<file path="src/rtl/systolic_block_mult_pkg.sv">
// rtl/systolic_block_mult_pkg.sv - shared sizes, FSM encoding and latency for the block multiplier
package systolic_block_mult_pkg;

  localparam int N_DEF      = 2;
  localparam int DATA_W_DEF = 16;
  localparam int ACC_W_DEF  = 2 * DATA_W_DEF + $clog2(N_DEF);

  typedef enum logic [1:0] {
    ST_IDLE = 2'd0,
    ST_FEED = 2'd1,
    ST_DONE = 2'd2
  } fsm_state_e;

  // Skewed streams need 3N-2 steps; two extra cycles let the last products settle.
  function automatic int latency(input int n);
    return 3 * n;
  endfunction

  localparam int LAT = latency(N_DEF);

endpackage

</file>
<file path="src/rtl/systolic_pe.sv">
// rtl/systolic_pe.sv - signed MAC processing element with registered a/b pass-through
module systolic_pe #(
  parameter int DATA_W = 16,
  parameter int ACC_W  = 33
) (
  input  logic              clk,
  input  logic              rst,
  input  logic              clr_i,
  input  logic              en_i,
  input  logic [DATA_W-1:0] a_i,
  input  logic [DATA_W-1:0] b_i,
  output logic [DATA_W-1:0] a_o,
  output logic [DATA_W-1:0] b_o,
  output logic [ACC_W-1:0]  acc_o
);

  logic signed [2*DATA_W-1:0] prod;
  logic [ACC_W-1:0]           acc_d;
  logic [ACC_W-1:0]           acc_q;
  logic [DATA_W-1:0]          a_q;
  logic [DATA_W-1:0]          b_q;

  assign prod  = $signed(a_i) * $signed(b_i);
  assign acc_d = acc_q + {{(ACC_W-2*DATA_W){prod[2*DATA_W-1]}}, prod};

  always_ff @(posedge clk or posedge rst) begin
    if (rst) begin
      acc_q <= '0;
      a_q   <= '0;
      b_q   <= '0;
    end else if (clr_i) begin
      acc_q <= '0;
      a_q   <= '0;
      b_q   <= '0;
    end else if (en_i) begin
      acc_q <= acc_d;
      a_q   <= a_i;
      b_q   <= b_i;
    end
  end

  assign a_o   = a_q;
  assign b_o   = b_q;
  assign acc_o = acc_q;

endmodule

</file>
<file path="src/rtl/systolic_block_mult.sv">
// rtl/systolic_block_mult.sv - output-stationary N x N systolic block multiplier, C = A x B
module systolic_block_mult
  import systolic_block_mult_pkg::*;
#(
  parameter int N      = N_DEF,
  parameter int DATA_W = DATA_W_DEF,
  parameter int ACC_W  = 2 * DATA_W + $clog2(N)
) (
  input  logic                  clk,
  input  logic                  rst,
  input  logic                  start,
  input  logic [N*N*DATA_W-1:0] a_blk,
  input  logic [N*N*DATA_W-1:0] b_blk,
  output logic                  busy,
  output logic                  done,
  output logic [N*N*ACC_W-1:0]  c_blk
);

  localparam int LAT_L = latency(N);
  localparam int CNT_W = $clog2(LAT_L);

  fsm_state_e            state_q;
  logic [CNT_W-1:0]      cnt_q;
  logic [N*N*DATA_W-1:0] a_q;
  logic [N*N*DATA_W-1:0] b_q;
  logic [N*N*ACC_W-1:0]  c_q;
  logic                  busy_q;
  logic                  done_q;

  logic                  pe_clr;
  logic                  pe_en;
  logic [DATA_W-1:0]     row_feed [N];
  logic [DATA_W-1:0]     col_feed [N];
  logic [DATA_W-1:0]     a_h      [N][N+1];
  logic [DATA_W-1:0]     b_v      [N+1][N];
  logic [ACC_W-1:0]      acc_w    [N][N];
  logic [N*N*ACC_W-1:0]  acc_flat;

  // Operands are accepted in IDLE and in the single DONE cycle.
  assign pe_clr = start && (state_q != ST_FEED);
  assign pe_en  = (state_q == ST_FEED);

  // Row i carries A[i][k] at step i+k, column j carries B[k][j] at step k+j.
  always_comb begin
    for (int i = 0; i < N; i++) begin
      row_feed[i] = '0;
      col_feed[i] = '0;
      for (int k = 0; k < N; k++) begin
        if (cnt_q == CNT_W'(i + k)) begin
          row_feed[i] = a_q[(i*N+k)*DATA_W +: DATA_W];
          col_feed[i] = b_q[(k*N+i)*DATA_W +: DATA_W];
        end
      end
    end
  end

  always_comb begin
    acc_flat = '0;
    for (int i = 0; i < N; i++) begin
      for (int j = 0; j < N; j++) begin
        acc_flat[(i*N+j)*ACC_W +: ACC_W] = acc_w[i][j];
      end
    end
  end

  for (genvar i = 0; i < N; i++) begin : g_row
    assign a_h[i][0] = row_feed[i];
    assign b_v[0][i] = col_feed[i];
    for (genvar j = 0; j < N; j++) begin : g_col
      systolic_pe #(
        .DATA_W(DATA_W),
        .ACC_W (ACC_W)
      ) u_pe (
        .clk  (clk),
        .rst  (rst),
        .clr_i(pe_clr),
        .en_i (pe_en),
        .a_i  (a_h[i][j]),
        .b_i  (b_v[i][j]),
        .a_o  (a_h[i][j+1]),
        .b_o  (b_v[i+1][j]),
        .acc_o(acc_w[i][j])
      );
    end
  end

  always_ff @(posedge clk or posedge rst) begin
    if (rst) begin
      state_q <= ST_IDLE;
      cnt_q   <= '0;
      a_q     <= '0;
      b_q     <= '0;
      c_q     <= '0;
      busy_q  <= 1'b0;
      done_q  <= 1'b0;
    end else begin
      case (state_q)
        ST_IDLE, ST_DONE: begin
          done_q <= 1'b0;
          if (start) begin
            a_q     <= a_blk;
            b_q     <= b_blk;
            cnt_q   <= '0;
            busy_q  <= 1'b1;
            state_q <= ST_FEED;
          end else begin
            state_q <= ST_IDLE;
          end
        end
        ST_FEED: begin
          if (cnt_q == CNT_W'(LAT_L - 1)) begin
            c_q     <= acc_flat;
            done_q  <= 1'b1;
            busy_q  <= 1'b0;
            state_q <= ST_DONE;
          end else begin
            cnt_q <= cnt_q + 1'b1;
          end
        end
        default: begin
          state_q <= ST_IDLE;
          busy_q  <= 1'b0;
          done_q  <= 1'b0;
        end
      endcase
    end
  end

  assign busy  = busy_q;
  assign done  = done_q;
  assign c_blk = c_q;

endmodule

</file>
<file path="config.mk">
export PLATFORM = sky130hd
export DESIGN_NAME = systolic_block_mult
export DESIGN_NICKNAME = d
export VERILOG_FILES = /design/src/rtl/systolic_block_mult_pkg.sv /design/src/rtl/systolic_pe.sv /design/src/rtl/systolic_block_mult.sv
export SDC_FILE = /design/constraint.sdc
export NUM_CORES = 2
export LEC_CHECK = 0
export ABC_AREA = 1
export CAP_MARGIN = 40
export CORE_MARGIN = 4
export CORE_UTILIZATION = 62
export CTS_CLUSTER_SIZE = 16
export DETAILED_ROUTE_END_ITERATION = 7
export PLACE_DENSITY = 0.81
export REMOVE_ABC_BUFFERS = 1
export SYNTH_ARGS = -nofsm -noshare
export SYNTH_HDL_FRONTEND = slang
export SYNTH_SLANG_ARGS = --single-unit
</file>
<file path="constraint.sdc">
create_clock -name clk -period 20.6 [get_ports clk]
set_input_delay 4.12 -clock clk [delete_from_list [all_inputs] [get_ports clk]]
set_output_delay 4.12 -clock clk [all_outputs]
set_load 0.01 [all_outputs]
</file>
Word level (Yosys, flattened, before mapping) --
Index checks and enable logic that the tools add are counted.
Storage, ports and cells: bits in read-only memories 0, memory bits (writable) 0, memories 0, bits in latches 0, flip-flop bits (word level) 463, input port bits 131, word-level logic and storage cells 78
Operators by class: shift operators 0, bitwise gates (word level) 0, eq/ne operators 9, magnitude comparators 0, mux-type cells 35, add/subtract/negate cells 5, divide/modulo/power cells 0, $mul 4, reductions and logical operators 10
Operators by type and width (number):
- 33-bit two-way mux | 8
- 16-bit two-way mux | 16
- 33-bit adder | 4
- 16-bit by 16-bit multiplier with 32-bit output | 4
- 3-bit two-way mux | 2
- 2-bit inequality test (second input constant) | 3
- 3-bit case mux with 2 select lines | 1
- 2-bit AND reduction | 3
- 1-bit two-way mux | 5
- 2-bit case mux with 2 select lines | 1
- 2-bit nonzero test | 2
- 3-bit by 1-bit adder with 3-bit output (second input constant) | 1
- 3-bit by 1-bit == test with 1-bit output (second input constant) | 1
- 3-bit by 2-bit == test with 1-bit output (second input constant) | 1
- 3-bit == test (second input constant) | 1
- 3-bit zero test | 1
- 3-bit AND reduction | 1
- 2-bit by 1-bit == test with 1-bit output (second input constant) | 1
- 2-bit == test (second input constant) | 1
- 2-bit zero test | 1
- 2-bit two-way mux | 1
- 2-bit by 1-bit inequality test with 1-bit output (second input constant) | 1
- 1-bit case mux with 2 select lines | 1
- 2-bit OR reduction | 1
- 1-bit logical AND | 1

Depth between registers and ports, before layout --
word-level depth 7, depth in mapped cells 49

By module --
From an unflattened synthesis, not the netlist that was laid out.
Second synthesis, totals: cells, all modules 9032, area, all modules 69980.9 um2
Modules (own cells, without submodules):
- systolic_pe at g_row[0].g_col[1].u_pe ... | instances 2, area each 14811.7 um2, cells an instance 1939
- systolic_pe at g_row[0].g_col[0].u_pe | instances 1, area each 14720.4 um2, cells an instance 1936
- systolic_pe at g_row[1].g_col[1].u_pe | instances 1, area each 14552.7 um2, cells an instance 1896
- systolic_block_mult | instances 1, area each 11084.4 um2, cells an instance 1322

Least setup slack after synthesis --
OpenSTA, ideal clock, no wires.
path kind reg2reg, start reg cnt_q[1], end reg g_row[0].g_col[0].u_pe.acc_q[32], path buffers 1, data required time 20.483 ns, slack 13.190 ns, arrival 7.293 ns, library setup time 0.117 ns, period minus slack after synthesis 7.410 ns, stages on the path, launching flop included 41, cells stage by stage dfrtp_1 > inv_1 > ha_1 > inv_1 > nor2_8 > inv_2 > clkbuf_2 > o21ai_0 > inv_1 > nand2_1 > inv_1 > fa_1 > inv_1 > fa_1 > inv_1 > fa_1 > fa_1 > inv_1 > [5 not listed] > o21ai_0 > a21oi_1 > o21ai_0 > a21oi_1 > xor2_1 > inv_1 > ha_1 > nand2_1 > nor3_1 > inv_1 > nor2_1 > inv_1 > nor3_1 > nand2_1 > nand2_1 > nand3_1 > nand3_1 > nand2_1
Between the ends: longest elaborated chain between the ends 7
Ends and longest elaborated chain:
- from (decl) | RTL line systolic_block_mult.sv:23 | logic [CNT_W-1:0] cnt_q;
- from (signal assigned) | RTL line systolic_block_mult.sv:117 | cnt_q <= cnt_q + 1'b1;
- 3-bit zero test | RTL line systolic_block_mult.sv:49 | if (cnt_q == CNT_W'(i + k)) begin
- 16-bit two-way mux (2 in series) | RTL line systolic_block_mult.sv:49
- 16-bit by 16-bit multiplier with 32-bit output (*) | RTL line systolic_pe.sv:23 | assign prod = $signed(a_i) * $signed(b_i);
- 33-bit adder (*) | RTL line systolic_pe.sv:24 | assign acc_d = acc_q + {{(ACC_W-2*DATA_W){prod[2*DATA_W-1]}}, prod};
- 33-bit two-way mux (*) | RTL line systolic_pe.sv:35 | end else if (en_i) begin
- 33-bit two-way mux (*) | RTL line systolic_pe.sv:31 | end else if (clr_i) begin
- to (signal assigned) | RTL line systolic_pe.sv:28 | acc_q <= '0;
- to (signal assigned) | RTL line systolic_pe.sv:32 | acc_q <= '0;
- to (signal assigned) | RTL line systolic_pe.sv:36 | acc_q <= acc_d;
- to (decl) | RTL line systolic_pe.sv:19 | logic [ACC_W-1:0] acc_q;
Mark *: on every way between the ends. The rest lies on a longest branch, timed or not. The select of a mux whose other input is x is not followed. A chain may end at the register's enable or synchronous reset.

Worst setup path in the final report --
start reg cnt_q[0], end reg g_row[0].g_col[1].u_pe.acc_q[31]
Between the ends: longest elaborated chain between the ends 7
Ends and longest elaborated chain (RTL line):
- 3-bit by 1-bit == test with 1-bit output | systolic_block_mult.sv:49
- 16-bit two-way mux | systolic_block_mult.sv:49
- 16-bit two-way mux (*) | systolic_block_mult.sv:49
- 16-bit by 16-bit multiplier with 32-bit output (*) | systolic_pe.sv:23
- 33-bit adder (*) | systolic_pe.sv:24
- 33-bit two-way mux (*) | systolic_pe.sv:35
- 33-bit two-way mux (*) | systolic_pe.sv:31
- to (signal assigned) | systolic_pe.sv:28
- to (signal assigned) | systolic_pe.sv:32
- to (signal assigned) | systolic_pe.sv:36
- to (decl) | systolic_pe.sv:19
Marks and branches as above.

==> reports/metrics.csv <==
stage,metric,value,unit
route,Routed Antenna Nets,0,
route,detailed-route wire length per cell,18.7,um
yosys,"Seq/Total Area, Yosys",17.4,%
yosys,Post-Syn Instances,8521,
grt,total grt overflow,0,
timing,RSZ-0062 raised after global routing,false,
route,vias per cell,5.58,
clock_tree,CTS tree,done,
worst_setup_path,CP max-delay cell,nor2_4,
clock_tree,"Clk pin slew, worst setup/hold paths",60,ps
place,RePlAce Congestion,1.02,
place,Detail Placement HPWL,154000,um
yosys,distinct cell type count after synthesis,56,
worst_hold_path,Hold/Removal Path Class,register to register,
timing,Final Slew Violations,0,
yosys,synth top area cells,"fa_1, dfrtp_1, nand2_1",
clock_tree,"Setup Fix Bufs, Post-CTS",0,
floorplanning,Rows,119,
yosys,#FFs+latches synth,462,
yosys,mean area per synthesized cell,7.78,sq um
clock_tree,depth of the CTS H-tree,2,
final_layout,P&R area growth vs syn,8.36,%
worst_setup_path,"Buf+Inv Stages, Crit Path",11,
final_layout,share of cells above drive strength 1,2.65,%
timing,fmax,101,MHz
yosys,post-synth top area share,31.8,%
route,1st-iter DRT viols,4521,
clock_tree,CTS hold repair buffers,0,
clock_tree,Clock Path Buffers,3,
worst_setup_path,CP peak stage delay,680,ps
worst_setup_path,Crit path max-delay family,adder cells,
yosys,Synth warnings,0,
place,number of port buffers,264,
clock_tree,post_cts resized,0,
grt,global-route wire length before repair,305000,um
worst_setup_path,CP endpoint kind,register,
yosys,commonest cells in the netlist,"nand2_1, inv_1, fa_1, nor2_1, o21ai_0",
outcome,outcome,finished clean,
timing,setup TNS,0,ps
clock_tree,total CTS buffers,55,
route,Initial DRT Pass Iterations,6,
flow_run,number of max-cap violations,0,
grt,initial antenna violation count,5,
clock_tree,latest clock arrival within the worst-skew pair,680,ps
grt,number of global-route vias before repair,58300,
worst_setup_path,critical path class,register to register,
yosys,Yosys top cell by area,fa_1,
yosys,most common cell in the synthesized netlist,nand2_1,
yosys,Post-synth EDFFs,0,
floorplanning,effective utilization at floorplan,62.7,%
timing,Final Hold Violating Endpoints,0,
worst_setup_path,Worst Setup Start Kind,register,
route,DRT Wirelength,188000,um
final_layout,Layout Nets,10300,
timing,skew final,27.8,ps
yosys,post-synthesis cell area,0.0663,sq mm
grt,largest net degree at the start of global routing,102,
timing,Rel. slew slack,35.4,%
timing,Worst-Margin Slew,968,ps
floorplanning,num ports,265,
floorplanning,die area,0.112,sq mm
route,DRC Markers,0,
clock_tree,clk sinks,462,
floorplanning,Die Span Y,335,um
timing,Final Cycle Share,48.3,%
timing,Final min period,9950,ps
yosys,"Primary FF master, synth",dfrtp_1,
worst_setup_path,worst-path maximum fanout,34,
floorplanning,floorplan core area,0.106,sq mm
worst_setup_path,crit-path most repeated cell,inv_1,
clock_tree,clk root buf,clkbuf_16,
timing,final setup violation count,0,
worst_setup_path,CP required,21130,ps
grt,GRT Total Usage,34.2,%
yosys,share of flip-flops with an asynchronous set or reset,100,%
worst_setup_path,crit path DAT,10470,ps
floorplanning,die width,335,um
route,via count,56000,
final_layout,ANT cells,0,
final cells by class:
type                            instances  area (sq um)
Clock buffer                           70          1490
Clock inverter                         31           435
Fill cell                            8744         33900
Inverter                             2012          7570
Multi-Input combinational cell       5783         46000
Sequential cell                       462         11600
Tap cell                             1391          1740
Timing Repair Buffer                  293          3010
state kept, by name (all words and copies together), names as in the netlist:
signal and count:
done 1, g_row.g_col.u_pe.a_o 32, busy 1, a_q 64, g_row.g_col.u_pe.b_o 32, g_row.g_col.u_pe.acc_o 132
c_blk 132, b_q 64, state_q 1, cnt_q 3
worst reg2reg max path, delay by kind of cell, from the launching register on:
family | cells | cell delay [ps]
fa+ha+maj | 9 | 3970
simple gates | 12 | 2370
buf+inv | 11 | 1800
compound gates | 8 | 1040
flops | 1 | 400
xor+xnor | 1 | 250
worst paths after layout:
check | from | endpoint | slack [ps] | cells past startpoint
max | cnt_q[0]$_DFFE_PP0P_ | g_row[0].g_col[1].u_pe.acc_o[31]$_DFFE_PP0P_ | 10650 | 41
min | c_blk[130]$_DFFE_PP0P_ | c_blk[130]$_DFFE_PP0P_ | 470 | 2
max reg2reg | cnt_q[0]$_DFFE_PP0P_ | g_row[0].g_col[1].u_pe.acc_o[31]$_DFFE_PP0P_ | 10650 | 41
min reg2reg | c_blk[130]$_DFFE_PP0P_ | c_blk[130]$_DFFE_PP0P_ | 470 | 2
max in group asynchronous | rst | a_q[59]$_DFFE_PP0P_ | 13730 | 7
min in group asynchronous | rst | c_blk[38]$_DFFE_PP0P_ | 3930 | 2
logic make-up (layout without fill, tap and decap cells):
logic type | Yosys count | in the layout | synth area share [%]
xor gates and xnor gates | 110 | 110 | 1.45
and+or+nand+nor | 3036 | 3036 | 18.2
AOI/OAI and AO/OA | 1125 | 1125 | 9.36
DFF | 462 | 462 | 17.4
buffers and inverters | 2276 | 2406 | 13.2
adders and majority gates | 1512 | 1512 | 40.4
placed cells by master (no fill, tap or decap), types with 33 or more instances in the layout:
cell type	synthesis	routed
dfrtp_1	462	462
a21oi_1	332	332
o21ai_0	498	498
nand4_1	41	41
fa_1	1052	1052
nor3_1	38	38
clkbuf_16	0	56
o21a_1	33	33
nor2_1	593	593
xnor2_1	48	48
clkdlybuf4s50_1	0	264
xor2_1	62	62
o22ai_1	83	83
ha_1	460	460
nand2_1	2118	2117
o21ai_1	44	44
nand3_1	181	181
inv_1	1974	1973
metal layers:
layer	track usage (%)	wire length, um
met1	44.7	75100
met2	55.6	87400
met3	7.81	16700
met4	14.1	9030
met5	0	41
stage by stage:
| stage | utilization [%] | hold WS (ps) | worst slack, ps | cell area (sq um) | instances |
|---|---|---|---|---|---|
| finish | 68.0 | 472 | 10650 | 71800 | 10000 |
| floorplan | - | 441 | 3600 | 65100 | 8257 |
| detailed placement | 66.1 | 458 | 10960 | 69900 | 9941 |
| global route | 68.0 | 495 | 10130 | 71800 | 10000 |
| global placement | 65.9 | 455 | 10990 | 69700 | 9933 |
| CTS | 68.0 | 478 | 10890 | 71800 | 10000 |
Power is left out: the tool's default activity adds up to more than one toggle a clock period on the data nets, which glitch-free logic cannot reach.
